**config.mk**
```make
export PLATFORM = sky130hd
export DESIGN_NAME = sdram_arbiter_flat
export DESIGN_NICKNAME = d
export VERILOG_FILES = /design/src/rtl/sdram_arbiter_pkg.sv /design/src/rtl/sdram_arbiter_if.sv /design/src/rtl/sdram_arbiter_rr_pick.sv /design/src/rtl/sdram_arbiter.sv /design/src/flat_wrapper.sv
export SDC_FILE = /design/constraint.sdc
export NUM_CORES = 1
export LEC_CHECK = 0
export ABC_AREA = 1
export BUFFER_PORTS_ARGS = -buffer_cell sky130_fd_sc_hd__buf_2
export CORE_UTILIZATION = 48
export DETAILED_ROUTE_END_ITERATION = 8
export PLACE_DENSITY = 0.76
export SLEW_MARGIN = 0
export SYNTH_ARGS = -nofsm -noshare
export SYNTH_HDL_FRONTEND = slang
export SYNTH_HIERARCHICAL = 1
export SYNTH_SLANG_ARGS = --single-unit
```
**constraint.sdc**
```tcl
create_clock -name clk -period 8.2 [get_ports clk]
set_input_delay 1.64 -clock clk [delete_from_list [all_inputs] [get_ports clk]]
set_output_delay 1.64 -clock clk [all_outputs]
set_load 0.01 [all_outputs]
```
**src/rtl/sdram_arbiter_pkg.sv**
```systemverilog
// Shared types and default sizing for the SDRAM port arbiter.
package sdram_arb_pkg;

  localparam int PORTS_DEF   = 3;   // 0 = CHR, 1 = PRG, 2 = loader
  localparam int ADDR_W      = 22;  // word address width
  localparam int DATA_W      = 16;  // data width
  localparam int TIMEOUT_DEF = 255; // watchdog limit, fits the 8-bit counter

  typedef enum logic {
    IDLE = 1'b0,
    BUSY = 1'b1
  } state_t;

  // One latched request per port.
  typedef struct packed {
    logic              we;
    logic [ADDR_W-1:0] addr;
    logic [DATA_W-1:0] wdata;
  } slot_t;

endpackage

```
**src/rtl/sdram_arbiter_if.sv**
```systemverilog
// Bundle of requester-side and controller-side signals around the arbiter.
// slave = arbiter view, master = clients + SDRAM controller view.
interface sdram_arbiter_if import sdram_arb_pkg::*; #(
  parameter int PORTS = PORTS_DEF
);
  logic [PORTS-1:0]             port_req;
  logic [PORTS-1:0]             port_we;
  logic [PORTS-1:0][ADDR_W-1:0] port_addr;
  logic [PORTS-1:0][DATA_W-1:0] port_wdata;
  logic [PORTS-1:0][DATA_W-1:0] port_rdata;
  logic [PORTS-1:0]             port_ack;
  logic [PORTS-1:0]             port_pending;
  logic                         mem_req;
  logic                         mem_we;
  logic [ADDR_W-1:0]            mem_addr;
  logic [DATA_W-1:0]            mem_wdata;
  logic [DATA_W-1:0]            mem_rdata;
  logic                         mem_ack;
  logic                         timeout;

  modport slave (
    input  port_req, port_we, port_addr, port_wdata, mem_rdata, mem_ack,
    output port_rdata, port_ack, port_pending, mem_req, mem_we, mem_addr,
           mem_wdata, timeout
  );

  modport master (
    output port_req, port_we, port_addr, port_wdata, mem_rdata, mem_ack,
    input  port_rdata, port_ack, port_pending, mem_req, mem_we, mem_addr,
           mem_wdata, timeout
  );
endinterface

```
**src/rtl/sdram_arbiter_rr_pick.sv**
```systemverilog
// Combinational round-robin winner search starting just after last_i.
module rr_pick #(
  parameter int PORTS = 3,
  parameter int IDX_W = 2
) (
  input  logic [PORTS-1:0] pending_i,
  input  logic [IDX_W-1:0] last_i,
  output logic             valid_o,
  output logic [IDX_W-1:0] idx_o
);
  int cand;

  // Scan from the farthest offset back to the nearest so the nearest pending port wins.
  always_comb begin
    valid_o = |pending_i;
    idx_o   = '0;
    cand    = 0;
    for (int off = PORTS; off >= 1; off--) begin
      cand = int'(last_i) + off;
      if (cand >= PORTS) cand = cand - PORTS;
      if (pending_i[cand[IDX_W-1:0]]) idx_o = cand[IDX_W-1:0];
    end
  end
endmodule

```
**src/rtl/sdram_arbiter.sv**
```systemverilog
// Round-robin arbiter sharing one SDRAM controller port between requesters,
// one transaction in flight, with a watchdog against a stuck controller.
module sdram_arbiter import sdram_arb_pkg::*; #(
  parameter int PORTS   = PORTS_DEF,
  parameter int TIMEOUT = TIMEOUT_DEF
) (
  input  logic           clk,
  input  logic           rst,
  sdram_arbiter_if.slave bus
);
  localparam int         IDX_W     = (PORTS > 1) ? $clog2(PORTS) : 1;
  localparam logic [7:0] WDOG_LAST = 8'(TIMEOUT - 1);

  slot_t                        slot_all [PORTS];
  state_t                       state_q;
  logic [PORTS-1:0]             pending_q;
  logic [PORTS-1:0]             ack_q;
  logic [IDX_W-1:0]             last_q;   // doubles as the current grant while BUSY
  logic [7:0]                   wdog_q;
  logic                         relatch_q; // granted port re-requested during its transaction
  logic                         mem_req_q;
  logic                         mem_we_q;
  logic [ADDR_W-1:0]            mem_addr_q;
  logic [DATA_W-1:0]            mem_wdata_q;
  logic [PORTS-1:0][DATA_W-1:0] rdata_q;
  logic                         timeout_q;
  logic                         pick_valid;
  logic [IDX_W-1:0]             pick_idx;
  logic                         complete;
  logic [PORTS-1:0]             clr_vec;

  genvar gi;
  generate
    for (gi = 0; gi < PORTS; gi++) begin : g_slot
      slot_t slot_q;
      // Latest request wins; the granted copy already lives in mem_* so overwriting is safe.
      always_ff @(posedge clk or posedge rst) begin
        if (rst)                   slot_q <= '0;
        else if (bus.port_req[gi]) slot_q <= '{we:    bus.port_we[gi],
                                               addr:  bus.port_addr[gi],
                                               wdata: bus.port_wdata[gi]};
      end
      assign slot_all[gi] = slot_q;
    end
  endgenerate

  rr_pick #(.PORTS(PORTS), .IDX_W(IDX_W)) u_pick (
    .pending_i (pending_q),
    .last_i    (last_q),
    .valid_o   (pick_valid),
    .idx_o     (pick_idx)
  );

  // Which pending bit the finishing transaction retires (none if the port re-requested).
  always_comb begin
    complete = (state_q == BUSY) && (bus.mem_ack || (wdog_q == WDOG_LAST));
    clr_vec  = '0;
    if (complete && !relatch_q) clr_vec[last_q] = 1'b1;
  end

  // Arbitration FSM with registered controller-side and ack outputs.
  always_ff @(posedge clk or posedge rst) begin
    if (rst) begin
      state_q     <= IDLE;
      pending_q   <= '0;
      ack_q       <= '0;
      last_q      <= IDX_W'(PORTS - 1);
      wdog_q      <= '0;
      relatch_q   <= 1'b0;
      mem_req_q   <= 1'b0;
      mem_we_q    <= 1'b0;
      mem_addr_q  <= '0;
      mem_wdata_q <= '0;
      rdata_q     <= '0;
      timeout_q   <= 1'b0;
    end else begin
      mem_req_q <= 1'b0;
      ack_q     <= '0;
      pending_q <= (pending_q & ~clr_vec) | bus.port_req;
      case (state_q)
        IDLE: begin
          if (pick_valid) begin
            mem_req_q   <= 1'b1;
            mem_we_q    <= slot_all[pick_idx].we;
            mem_addr_q  <= slot_all[pick_idx].addr;
            mem_wdata_q <= slot_all[pick_idx].wdata;
            last_q      <= pick_idx;
            wdog_q      <= '0;
            relatch_q   <= bus.port_req[pick_idx];
            state_q     <= BUSY;
          end
        end
        BUSY: begin
          if (bus.port_req[last_q]) relatch_q <= 1'b1;
          if (bus.mem_ack) begin
            ack_q[last_q] <= 1'b1;
            if (!mem_we_q) rdata_q[last_q] <= bus.mem_rdata;
            state_q <= IDLE;
          end else if (wdog_q == WDOG_LAST) begin
            ack_q[last_q] <= 1'b1;
            timeout_q     <= 1'b1;
            state_q       <= IDLE;
          end else begin
            wdog_q <= wdog_q + 8'd1;
          end
        end
        default: state_q <= IDLE;
      endcase
    end
  end

  assign bus.port_rdata   = rdata_q;
  assign bus.port_ack     = ack_q;
  assign bus.port_pending = pending_q;
  assign bus.mem_req      = mem_req_q;
  assign bus.mem_we       = mem_we_q;
  assign bus.mem_addr     = mem_addr_q;
  assign bus.mem_wdata    = mem_wdata_q;
  assign bus.timeout      = timeout_q;
endmodule

```
**src/flat_wrapper.sv**
```systemverilog
// flat-port wrapper written by rule: the top's interface ports become plain ports
module sdram_arbiter_flat import sdram_arb_pkg::*;
#(
  parameter int PORTS   = PORTS_DEF,
  parameter int TIMEOUT = TIMEOUT_DEF
)
  (clk, rst, bus_port_req, bus_port_we, bus_port_addr, bus_port_wdata, bus_mem_rdata, bus_mem_ack, bus_port_rdata, bus_port_ack, bus_port_pending, bus_mem_req, bus_mem_we, bus_mem_addr, bus_mem_wdata, bus_timeout);
  sdram_arbiter_if #(.PORTS(PORTS)) bus_i ();
  input  logic clk;
  input  logic rst;
  input wire logic [$bits(bus_i.port_req)-1:0] bus_port_req;
  input wire logic [$bits(bus_i.port_we)-1:0] bus_port_we;
  input wire logic [$bits(bus_i.port_addr)-1:0] bus_port_addr;
  input wire logic [$bits(bus_i.port_wdata)-1:0] bus_port_wdata;
  input wire logic [$bits(bus_i.mem_rdata)-1:0] bus_mem_rdata;
  input wire logic [$bits(bus_i.mem_ack)-1:0] bus_mem_ack;
  output wire logic [$bits(bus_i.port_rdata)-1:0] bus_port_rdata;
  output wire logic [$bits(bus_i.port_ack)-1:0] bus_port_ack;
  output wire logic [$bits(bus_i.port_pending)-1:0] bus_port_pending;
  output wire logic [$bits(bus_i.mem_req)-1:0] bus_mem_req;
  output wire logic [$bits(bus_i.mem_we)-1:0] bus_mem_we;
  output wire logic [$bits(bus_i.mem_addr)-1:0] bus_mem_addr;
  output wire logic [$bits(bus_i.mem_wdata)-1:0] bus_mem_wdata;
  output wire logic [$bits(bus_i.timeout)-1:0] bus_timeout;
  assign bus_i.port_req = bus_port_req;
  assign bus_i.port_we = bus_port_we;
  assign bus_i.port_addr = bus_port_addr;
  assign bus_i.port_wdata = bus_port_wdata;
  assign bus_i.mem_rdata = bus_mem_rdata;
  assign bus_i.mem_ack = bus_mem_ack;
  assign bus_port_rdata = bus_i.port_rdata;
  assign bus_port_ack = bus_i.port_ack;
  assign bus_port_pending = bus_i.port_pending;
  assign bus_mem_req = bus_i.mem_req;
  assign bus_mem_we = bus_i.mem_we;
  assign bus_mem_addr = bus_i.mem_addr;
  assign bus_mem_wdata = bus_i.mem_wdata;
  assign bus_timeout = bus_i.timeout;
  sdram_arbiter #(.PORTS(PORTS), .TIMEOUT(TIMEOUT)) u_core (.clk(clk), .rst(rst), .bus(bus_i));
endmodule
```
==> impl_metrics.py, run 1 <==
metrics = {
    "status": {
        "status": "finished clean",
    },
    "final_layout": {
        "areaGrowthSynthToFinish_pct": 20.78,
        "n_fill_cell": 1741,
        "multi_input_area_um2": 3537,
        "final_area_um2": 11670,
        "final_nets": 1400,
        "fin_util_pct": 59.58,
        "final_common_cell": "nand2_1",
        "regArea_um2": 5607,
        "layout_common_cells": "nand2_1 (472), buf_2 (233), dfrtp_1 (223)",
        "layout-drive-gt1-share_pct": 26.06,
    },
    "cts": {
        "clkSinkCount": 224,
        "post_cts_buffers": 0,
        "htreeDepth": 1,
        "clk_latency_ps": 500,
        "cts_resized": 0,
        "numCtsBuffers": 24,
        "cts_buffer_depth": 3,
        "clkTransAtPathRegs_ps": 60,
        "cts_root_buf": "clkbuf_16",
        "cts_tree": "done",
        "hold_buffers": 0,
    },
    "timing": {
        "worst_slew_pin_slew_ps": 1258,
        "post-route-period-util_pct": 43.80,
        "timing.fmax_mhz": 278.4,
        "fin_crit_ps": 3591,
        "setup_viol": 0,
        "hold_ws_ps": 465.8,
        "fin_skew_ps": 8.354,
        "relSlewSlack_pct": 15.59,
        "fin_setup_tns_ps": 0,
        "rsz0062_at_grt": "no",
        "fin_ws_ps": 4609,
        "final_hold_viol_count": 0,
        "maxSlewViolCount": 0,
    },
    "critical_path": {
        "path_max_fanout": 38,
        "end_kind": "flop",
        "path_class": "flop to flop",
        "required_ps": 8570,
        "crit_top_cell": "inv_1",
        "path_cells": "inv_1 -> ha_1 -> o21ai_1 -> nor2_2 -> nor2_2 -> nand2_1 -> nand2_2 -> buf_4 -> inv_1 -> nand2_1 -> inv_1 -> buf_4 -> nand3_1 -> o211ai_2",
        "cp_slowest_cell": "dfstp_2",
        "cp_slowest_stage_delay_ps": 610,
        "critPathBufInv": 5,
        "arrival_ps": 3960,
        "cp_top_family": "buffers and inverters",
        "start_kind": "flop",
    },
    "routing": {
        "drtAntennaViolNets": 0,
        "drc": 0,
        "wl_um": 24200,
        "route.vias.total": 7800,
        "wire_per_inst_um": 15.72,
        "viasPerCell": 5.068,
        "dr.pass1.iters": 4,
        "drt_iter0_drc": 510,
    },
    "yosys": {
        "ys_types": 38,
        "yosysSeqAreaShare_pct": 58.01,
        "synth.avg_cell_area_um2": 9.248,
        "syn_nets": 1189,
        "synth_area_um2": 9664,
        "async_flop_share_pct": 100.0,
        "ys_ff_latch": 224,
        "yosys_warnings": 6,
        "synth-edff-count": 0,
        "ys.flop_type": "dfrtp_1",
        "netlist_instances": 1045,
    },
    "pwr": {
        "p_leak_nw": 6.281,
        "vdd_drop_max_mv": 0.2160,
        "power.density_nw_per_um2": 351.9,
    },
    "grt": {
        "antenna_found_initial": 3,
        "grt_max_degree": 147,
        "grt_pass1_wl_um": 38570,
        "grt-ovfl-total": 0,
        "track_usage_pct": 23.85,
        "grt_pass1_vias": 7601,
    },
    "place": {
        "gp_congestion": 0.8127,
        "io_buffers": 233,
        "dpl_cell_area_um2": 10890,
        "dp_hpwl_um": 15760,
        "pre_cts_ws_ps": 4327,
    },
    "floorplan": {
        "rows": 51,
        "die_h_um": 143.9,
        "num_io_pins": 234,
        "dieArea_um2": 20710,
        "core_um2": 19590,
        "initial_core_util_pct": 49.33,
        "dieWidth_um": 143.9,
    },
    "job": {
        "maxCapViolations": 0,
    },
    "hold_path": {
        "min_path_type": "flop to flop",
    },
}
==> final cells by class <==
class                           count  area share (%)
Clock inverter                      8          0.7932
Inverter                           45           1.661
Antenna cell                        4         0.08575
Tap cell                          265           2.841
Clock buffer                       32           5.842
Multi-Input combinational cell    721           30.30
Timing Repair Buffer              240           10.44
Sequential cell                   224           48.03
==> synth_stat cells, types with 6 or more instances <==
cell type  count  area [µm²]
a21oi_1        7       35.03
buf_2         17       85.08
buf_6         11       123.9
clkbuf_1      18       67.56
dfrtp_1      223        5580
inv_1         39       146.4
mux2i_1       34       340.3
nand2_1      473        1775
nand2_2        6       37.54
nand3_1       51       255.2
nor2_1        16       60.06
o211ai_1       6       45.04
o211ai_2      29       362.9
o21ai_0       16       80.08
o21ai_1       51       255.2
==> power by group <==
group | internal, mW | switching [mW] | leakage, nW
Clock | 0.641 | 0.417 | 0.382
Sequential | 1.39 | 0.184 | 2.76
Combinational | 0.559 | 0.917 | 3.13
Total | 2.59 | 1.52 | 6.28
==> per-layer routing <==
layer / global-route usage [%] / vias up / wire, µm
li1: - / 3775 / -
met2: 38.65 / 292 / 11090
met3: 4.499 / 38 / 1860
met4: 6.327 / 0 / 457
met5: 0 / - / 0
met1: 32.78 / 3695 / 10790
==> logic make-up (layout without fill, tap and decap cells) <==
kind of cell / Yosys count / in the layout / share of synthesized area, %
muxes: 34 / 34 / 3.522
AOI/OAI and AO/OA: 116 / 116 / 8.571
DFF: 224 / 224 / 58.01
adders and majority gates: 5 / 5 / 0.6473
and+or+nand+nor: 563 / 563 / 23.56
xor gates and xnor gates: 3 / 3 / 0.2719
other: 0 / 4 / 0
buffers and inverters: 100 / 325 / 5.412
==> path summary, 6_finish.rpt <==
check	start	end	slack, ps	cells past startpoint
max	u_core/last_q[1]	u_core/bus.mem_wdata[13]	4610	14
min	u_core/bus.timeout	u_core/bus.timeout	470	1
max reg2reg	u_core/last_q[1]	u_core/bus.mem_wdata[13]	4610	14
min reg2reg	u_core/bus.timeout	u_core/bus.timeout	470	1
max in group asynchronous	rst	u_core/g_slot[1].slot_q[35]	5250	3
min in group asynchronous	rst	u_core/bus.port_rdata[37]	1370	2
==> through the flow <==
step,std cells,power [mW]
floorplan,1045,2.631
global placement,1495,3.027
detailed placement,1495,3.067
CTS,1535,4.143
global route,1535,4.373
finish,1539,4.107
==> state kept, by name (all words and copies together), names as in the netlist <==
signal                   cells
u_core/bus.port_ack          3
u_core/bus.mem_addr         22
u_core/bus.mem_wdata        16
u_core/g_slot.slot_q       117
u_core/bus.timeout           1
u_core/last_q                2
u_core/bus.mem_we            1
u_core/bus.port_pending      3
u_core/state_q               1
u_core/bus.port_rdata       48
u_core/bus.mem_req           1
u_core/wdog_q                8
u_core/relatch_q             1
==> worst register-to-register path: stages, from the launching register on <==
cell and delay, ps:
dfstp_2 610, inv_1 80, ha_1 360, o21ai_1 210
nor2_2 70, nor2_2 70, nand2_1 70, nand2_2 50
buf_4 560, inv_1 340, nand2_1 190, inv_1 230
buf_4 330, nand3_1 170, o211ai_2 110
Note: power is estimated with default switching activity, not from simulation.
==> inputs of run 2 (changes only) <==
Settings changed: CORE_UTILIZATION 48 to 54, PLACE_DENSITY 0.76 to 0.8.
Clock period 8.2 ns to 3.5 ns, I/O delays scaled along.
==> impl_metrics.py, run 2 (synthesis results as in run 1) <==
metrics = {
    "routing": {
        "drt_iter0_drc": 378,
        "wire_per_inst_um": 16.53,
        "viasPerCell": 5.320,
        "wl_um": 24860,
        "dr.pass1.iters": 7,
        "route.vias.total": 8001,
        "drc": 0,
        "drtAntennaViolNets": 0,
    },
    "critical_path": {
        "start_kind": "flop",
        "cp_slowest_cell": "dfrtp_1",
        "timing.rr.end": "u_core/bus.mem_addr[5]",
        "required_ps": 3930,
        "path_cells": "inv_1 -> ha_1 -> inv_2 -> nor2_2 -> nor2_2 -> nor2_2 -> nand2_1 -> nand2_2 -> inv_1 -> nand2_1 -> inv_1 -> buf_12 -> nand3_1 -> o211ai_2",
        "rr_startpoint": "u_core/last_q[0]",
        "reg2regPathDepth": 14,
        "arrival_ps": 3410,
        "cp_slowest_stage_delay_ps": 540,
        "critPathBufInv": 5,
        "r2r_slack_ps": 520,
        "path_class": "flop to flop",
        "cp_top_family": "buffers and inverters",
        "path_max_fanout": 25,
        "end_kind": "flop",
    },
    "timing": {
        "hold_ws_ps": 368.3,
        "setup_viol": 0,
        "relSlewSlack_pct": 39.22,
        "fin_skew_ps": 13.72,
        "post-route-period-util_pct": 85.17,
        "timing.fmax_mhz": 335.4,
        "rsz0062_at_grt": "no",
        "fin_crit_ps": 2981,
        "maxSlewViolCount": 0,
        "worst_slew_pin_slew_ps": 909.7,
        "final_hold_viol_count": 0,
    },
    "grt": {
        "busiest_layer": "met2",
        "grt_pass1_vias": 8056,
        "use_met1_pct": 35.17,
        "antenna_found_initial": 4,
        "grt_max_degree": 61,
        "track_usage_pct": 27.79,
        "grtUsageMet3_pct": 5.649,
        "grt-ovfl-total": 0,
        "grtUsageMet2_pct": 46.77,
        "grt_pass1_wl_um": 39960,
    },
    "final_layout": {
        "multi_input_area_um2": 3537,
        "regMostFlops": "u_core/g_slot.slot_q",
        "largest_reg_flops": 117,
        "layout-drive-gt1-share_pct": 26.57,
        "n_fill_cell": 1412,
        "final_common_cell": "nand2_1",
        "regArea_um2": 5607,
        "final_nets": 1405,
        "final_area_um2": 11770,
        "layout_common_cells": "nand2_1 (472), buf_2 (233), dfrtp_1 (223)",
        "areaGrowthSynthToFinish_pct": 21.83,
    },
    "floorplan": {
        "core_um2": 17420,
        "rows": 48,
        "initial_core_util_pct": 55.49,
        "num_io_pins": 234,
        "dieArea_um2": 18440,
        "dieWidth_um": 135.8,
        "die_h_um": 135.8,
    },
    "place": {
        "dpl_cell_area_um2": 10930,
        "io_buffers": 233,
        "dp_hpwl_um": 16290,
        "gp_congestion": 0.8009,
    },
    "cts": {
        "cts_buffer_depth": 3,
        "cts_root_buf": "clkbuf_16",
        "cts_tree": "done",
        "cts_resized": 0,
        "hold_buffers": 0,
        "htreeDepth": 1,
        "post_cts_buffers": 0,
        "clkTransAtPathRegs_ps": 70,
        "numCtsBuffers": 23,
        "clkSinkCount": 224,
        "clk_latency_ps": 510,
    },
    "pwr": {
        "power.density_nw_per_um2": 840.0,
        "p_total_mw": 9.890,
        "p_leak_nw": 6.344,
        "vdd_drop_max_mv": 0.4610,
    },
    "hold_path": {
        "min_path_type": "input port to async pin",
    },
    "status": {
        "status": "finished clean",
    },
    "job": {
        "maxCapViolations": 0,
    },
}
## run 2: through the flow
stage | setup TNS (ps) | cells | util [%] | setup slack [ps]
4_1_cts | 0 | 1501 | 67.56 | 527.6
6_report | 0 | 1504 | 67.60 | 518.9
2_1_floorplan | -27480 | 1045 | - | -123.2
3_5_place_dp | 0 | 1461 | 62.75 | 591.1
5_1_grt | 0 | 1501 | 67.56 | 261.7
3_3_place_gp | 0 | 1461 | 62.75 | 736.4
## run 2: final cells by class
class                   count  area share [%]
flip-flops and latches    224           47.62
clock buffers              27           5.186
repair buffers            246           11.16
inverters                  45           1.615
diodes                      3         0.06376
well taps                 225           2.391
multi-input cells         721           30.04
clock inverters            13           1.923
## run 2: worst reg2reg max path, stage by stage, from the launching register on
cell      delay [ps]
dfrtp_1          540
inv_1            110
ha_1             390
inv_2            110
nor2_2            40
nor2_2           180
nor2_2            50
nand2_1           90
nand2_2           60
inv_1            220
nand2_1          150
inv_1            430
buf_12           250
nand3_1          150
o211ai_2         120
## run 2: routing by layer
| layer | vias up | share of wire (%) |
|---|---|---|
| met2 | 351 | 48 |
| met5 | - | 0.064 |
| met4 | 2 | 2.8 |
| li1 | 3776 | - |
| met1 | 3819 | 41 |
| met3 | 53 | 7.7 |
## run 2: worst max-delay path by stage
stage,startpoint,to,cells past startpoint,slack [ps]
after floorplan,rst,u_core/bus.mem_addr[0],1,-120
after global placement,u_core/last_q[1],u_core/bus.mem_addr[12],14,740
after detailed placement,u_core/last_q[1],u_core/bus.mem_addr[6],14,590
after CTS,u_core/last_q[1],u_core/bus.mem_addr[5],14,530
after global routing,u_core/last_q[0],u_core/bus.mem_addr[5],14,260
final,u_core/last_q[0],u_core/bus.mem_addr[5],14,520
## run 2: report_power, final
| part | internal [mW] | leakage (nW) | switching [mW] |
|---|---|---|---|
| Sequential | 3.25 | 2.76 | 0.424 |
| Clock | 1.69 | 0.402 | 1.01 |
| Combinational | 1.33 | 3.18 | 2.19 |
| Total | 6.28 | 6.34 | 3.62 |
==> inputs of run 3 (changes only) <==
Settings changed: CORE_ASPECT_RATIO set to 2.
==> impl_metrics.py, run 3 (synthesis results as in run 1) <==
metrics = {
    "grt": {
        "grt_pass1_wl_um": 37860,
        "track_usage_pct": 26.89,
        "grt_pass1_vias": 7930,
        "grt_max_degree": 89,
        "grt-ovfl-total": 0,
        "antenna_found_initial": 0,
    },
    "critical_path": {
        "path_cells": "inv_1 -> ha_1 -> inv_2 -> nor2_2 -> nor2_2 -> nor2_2 -> nand2_1 -> nand2_2 -> inv_1 -> nand2_1 -> inv_1 -> buf_4 -> nand2_1 -> a31oi_1",
        "cp_top_family": "buffers and inverters",
        "required_ps": 3900,
        "arrival_ps": 3110,
        "cp_slowest_cell": "dfrtp_1",
        "reg2regPathDepth": 14,
        "cp_slowest_stage_delay_ps": 530,
        "r2r_slack_ps": 800,
        "path_max_fanout": 21,
        "rr_startpoint": "u_core/last_q[0]",
        "path_class": "flop to flop",
        "end_kind": "flop",
        "timing.rr.end": "u_core/bus.mem_addr[15]",
        "critPathBufInv": 5,
        "start_kind": "flop",
    },
    "final_layout": {
        "final_area_um2": 11530,
        "regMostFlops": "u_core/g_slot.slot_q",
        "areaGrowthSynthToFinish_pct": 19.34,
        "final_common_cell": "nand2_1",
        "n_fill_cell": 1429,
        "final_nets": 1402,
        "layout-drive-gt1-share_pct": 25.93,
        "largest_reg_flops": 117,
        "num_antenna_cells": 0,
        "final_cells": 1479,
        "layout_common_cells": "nand2_1 (472), buf_2 (233), dfrtp_1 (223)",
    },
    "cts": {
        "cts_tree": "done",
        "clk_latency_ps": 490,
        "htreeDepth": 1,
        "post_cts_buffers": 0,
        "cts_resized": 0,
        "cts_root_buf": "clkbuf_16",
        "hold_buffers": 0,
        "cts_buffer_depth": 3,
        "clkTransAtPathRegs_ps": 70,
        "clkSinkCount": 224,
        "numCtsBuffers": 19,
    },
    "routing": {
        "wire_per_inst_um": 16.60,
        "viasPerCell": 5.288,
        "drt_iter0_drc": 291,
        "drc": 0,
        "wl_um": 24550,
        "dr.pass1.iters": 5,
        "route.vias.total": 7821,
        "drtAntennaViolNets": 0,
    },
    "timing": {
        "post-route-period-util_pct": 77.24,
        "final_hold_viol_count": 0,
        "maxSlewViolCount": 0,
        "fin_crit_ps": 2704,
        "rsz0062_at_grt": "no",
        "setup_viol": 0,
        "timing.fmax_mhz": 369.9,
        "fin_skew_ps": 9.891,
        "hold_ws_ps": 220.8,
        "worst_slew_pin_slew_ps": 678.9,
        "relSlewSlack_pct": 54.74,
    },
    "job": {
        "maxCapViolations": 0,
    },
    "pwr": {
        "clock_power_share_pct": 23.2,
        "intPower_mw": 5.829,
        "power_frac_seq_pct": 39.3,
        "p_leak_nw": 6.249,
        "switchingPower_mw": 3.499,
        "vdd_drop_max_mv": 0.5533,
        "power.density_nw_per_um2": 808.8,
        "pwr-share-comb_pct": 37.5,
        "switching_share_pct": 37.51,
    },
    "place": {
        "dp.cells": 1447,
        "gp_congestion": 0.8335,
        "io_buffers": 233,
        "dpl_cell_area_um2": 10910,
        "dp_hpwl_um": 16450,
    },
    "floorplan": {
        "initial_core_util_pct": 55.68,
        "rows": 68,
        "num_io_pins": 234,
        "dieWidth_um": 96.60,
        "dieArea_um2": 18470,
        "core_um2": 17360,
        "die_h_um": 191.2,
    },
    "hold_path": {
        "min_path_type": "input port to async pin",
    },
    "status": {
        "status": "finished clean",
    },
}
==> run 3: metal layers <==
| metal | global-route usage [%] | wire, µm | vias to the layer above | part of all wire, % |
|---|---|---|---|---|
| met5 | 0 | 0 | - | 0 |
| met4 | 13.74 | 1128 | 0 | 4.6 |
| met3 | 2.705 | 1295 | 73 | 5.3 |
| met2 | 48.00 | 12830 | 297 | 52 |
| met1 | 30.93 | 9296 | 3704 | 38 |
| li1 | - | - | 3747 | - |
==> run 3: final cells by class <==
class                           count  area (µm²)  share of cell area (%)
Clock buffer                       29       563.0                   4.882
Clock inverter                      3       65.06                  0.5641
Inverter                           45       190.2                   1.649
Multi-Input combinational cell    721        3537                   30.67
Sequential cell                   224        5607                   48.61
Tap cell                          210       262.8                   2.278
Timing Repair Buffer              247        1309                   11.35
==> run 3: per-stage QoR <==
step                      setup slack (ps)  power [mW]  setup TNS (ps)  utilization, %
after floorplan                     -123.2       6.166          -27480               -
after global placement               931.2       7.088               0           62.83
after detailed placement             836.1       7.222               0           62.83
after CTS                            813.5       9.402               0           66.45
after global routing                 549.0       9.928               0           66.45
final                                796.5       9.328               0           66.45
==> run 3: worst max path at each step <==
stage,startpoint,slack [ps],cells past startpoint,endpoint
after floorplan,rst,-120,1,u_core/bus.mem_addr[0]
after global placement,u_core/last_q[1],930,12,u_core/relatch_q
after detailed placement,u_core/last_q[1],840,14,u_core/bus.mem_addr[15]
after CTS,u_core/last_q[1],810,14,u_core/bus.mem_addr[15]
after global routing,u_core/last_q[0],550,12,u_core/relatch_q
final,u_core/last_q[0],800,14,u_core/bus.mem_addr[15]
==> run 3: power groups by stage <==
stage / clock network, mW / registers, mW / logic [mW]
floorplan: 0 / 3.85 / 2.31
global placement: 0 / 3.69 / 3.40
detailed placement: 0 / 3.70 / 3.52
CTS: 2.22 / 3.67 / 3.52
global route: 2.31 / 3.75 / 3.86
finish: 2.17 / 3.67 / 3.49
==> run 3: worst register-to-register path: stages (launching register included) <==
cell and delay [ps]:
dfrtp_1 530, inv_1 130, ha_1 390, inv_2 110, nor2_2 40, nor2_2 160, nor2_2 40, nand2_1 70
nand2_2 50, inv_1 240, nand2_1 160, inv_1 100, buf_4 290, nand2_1 100, a31oi_1 190
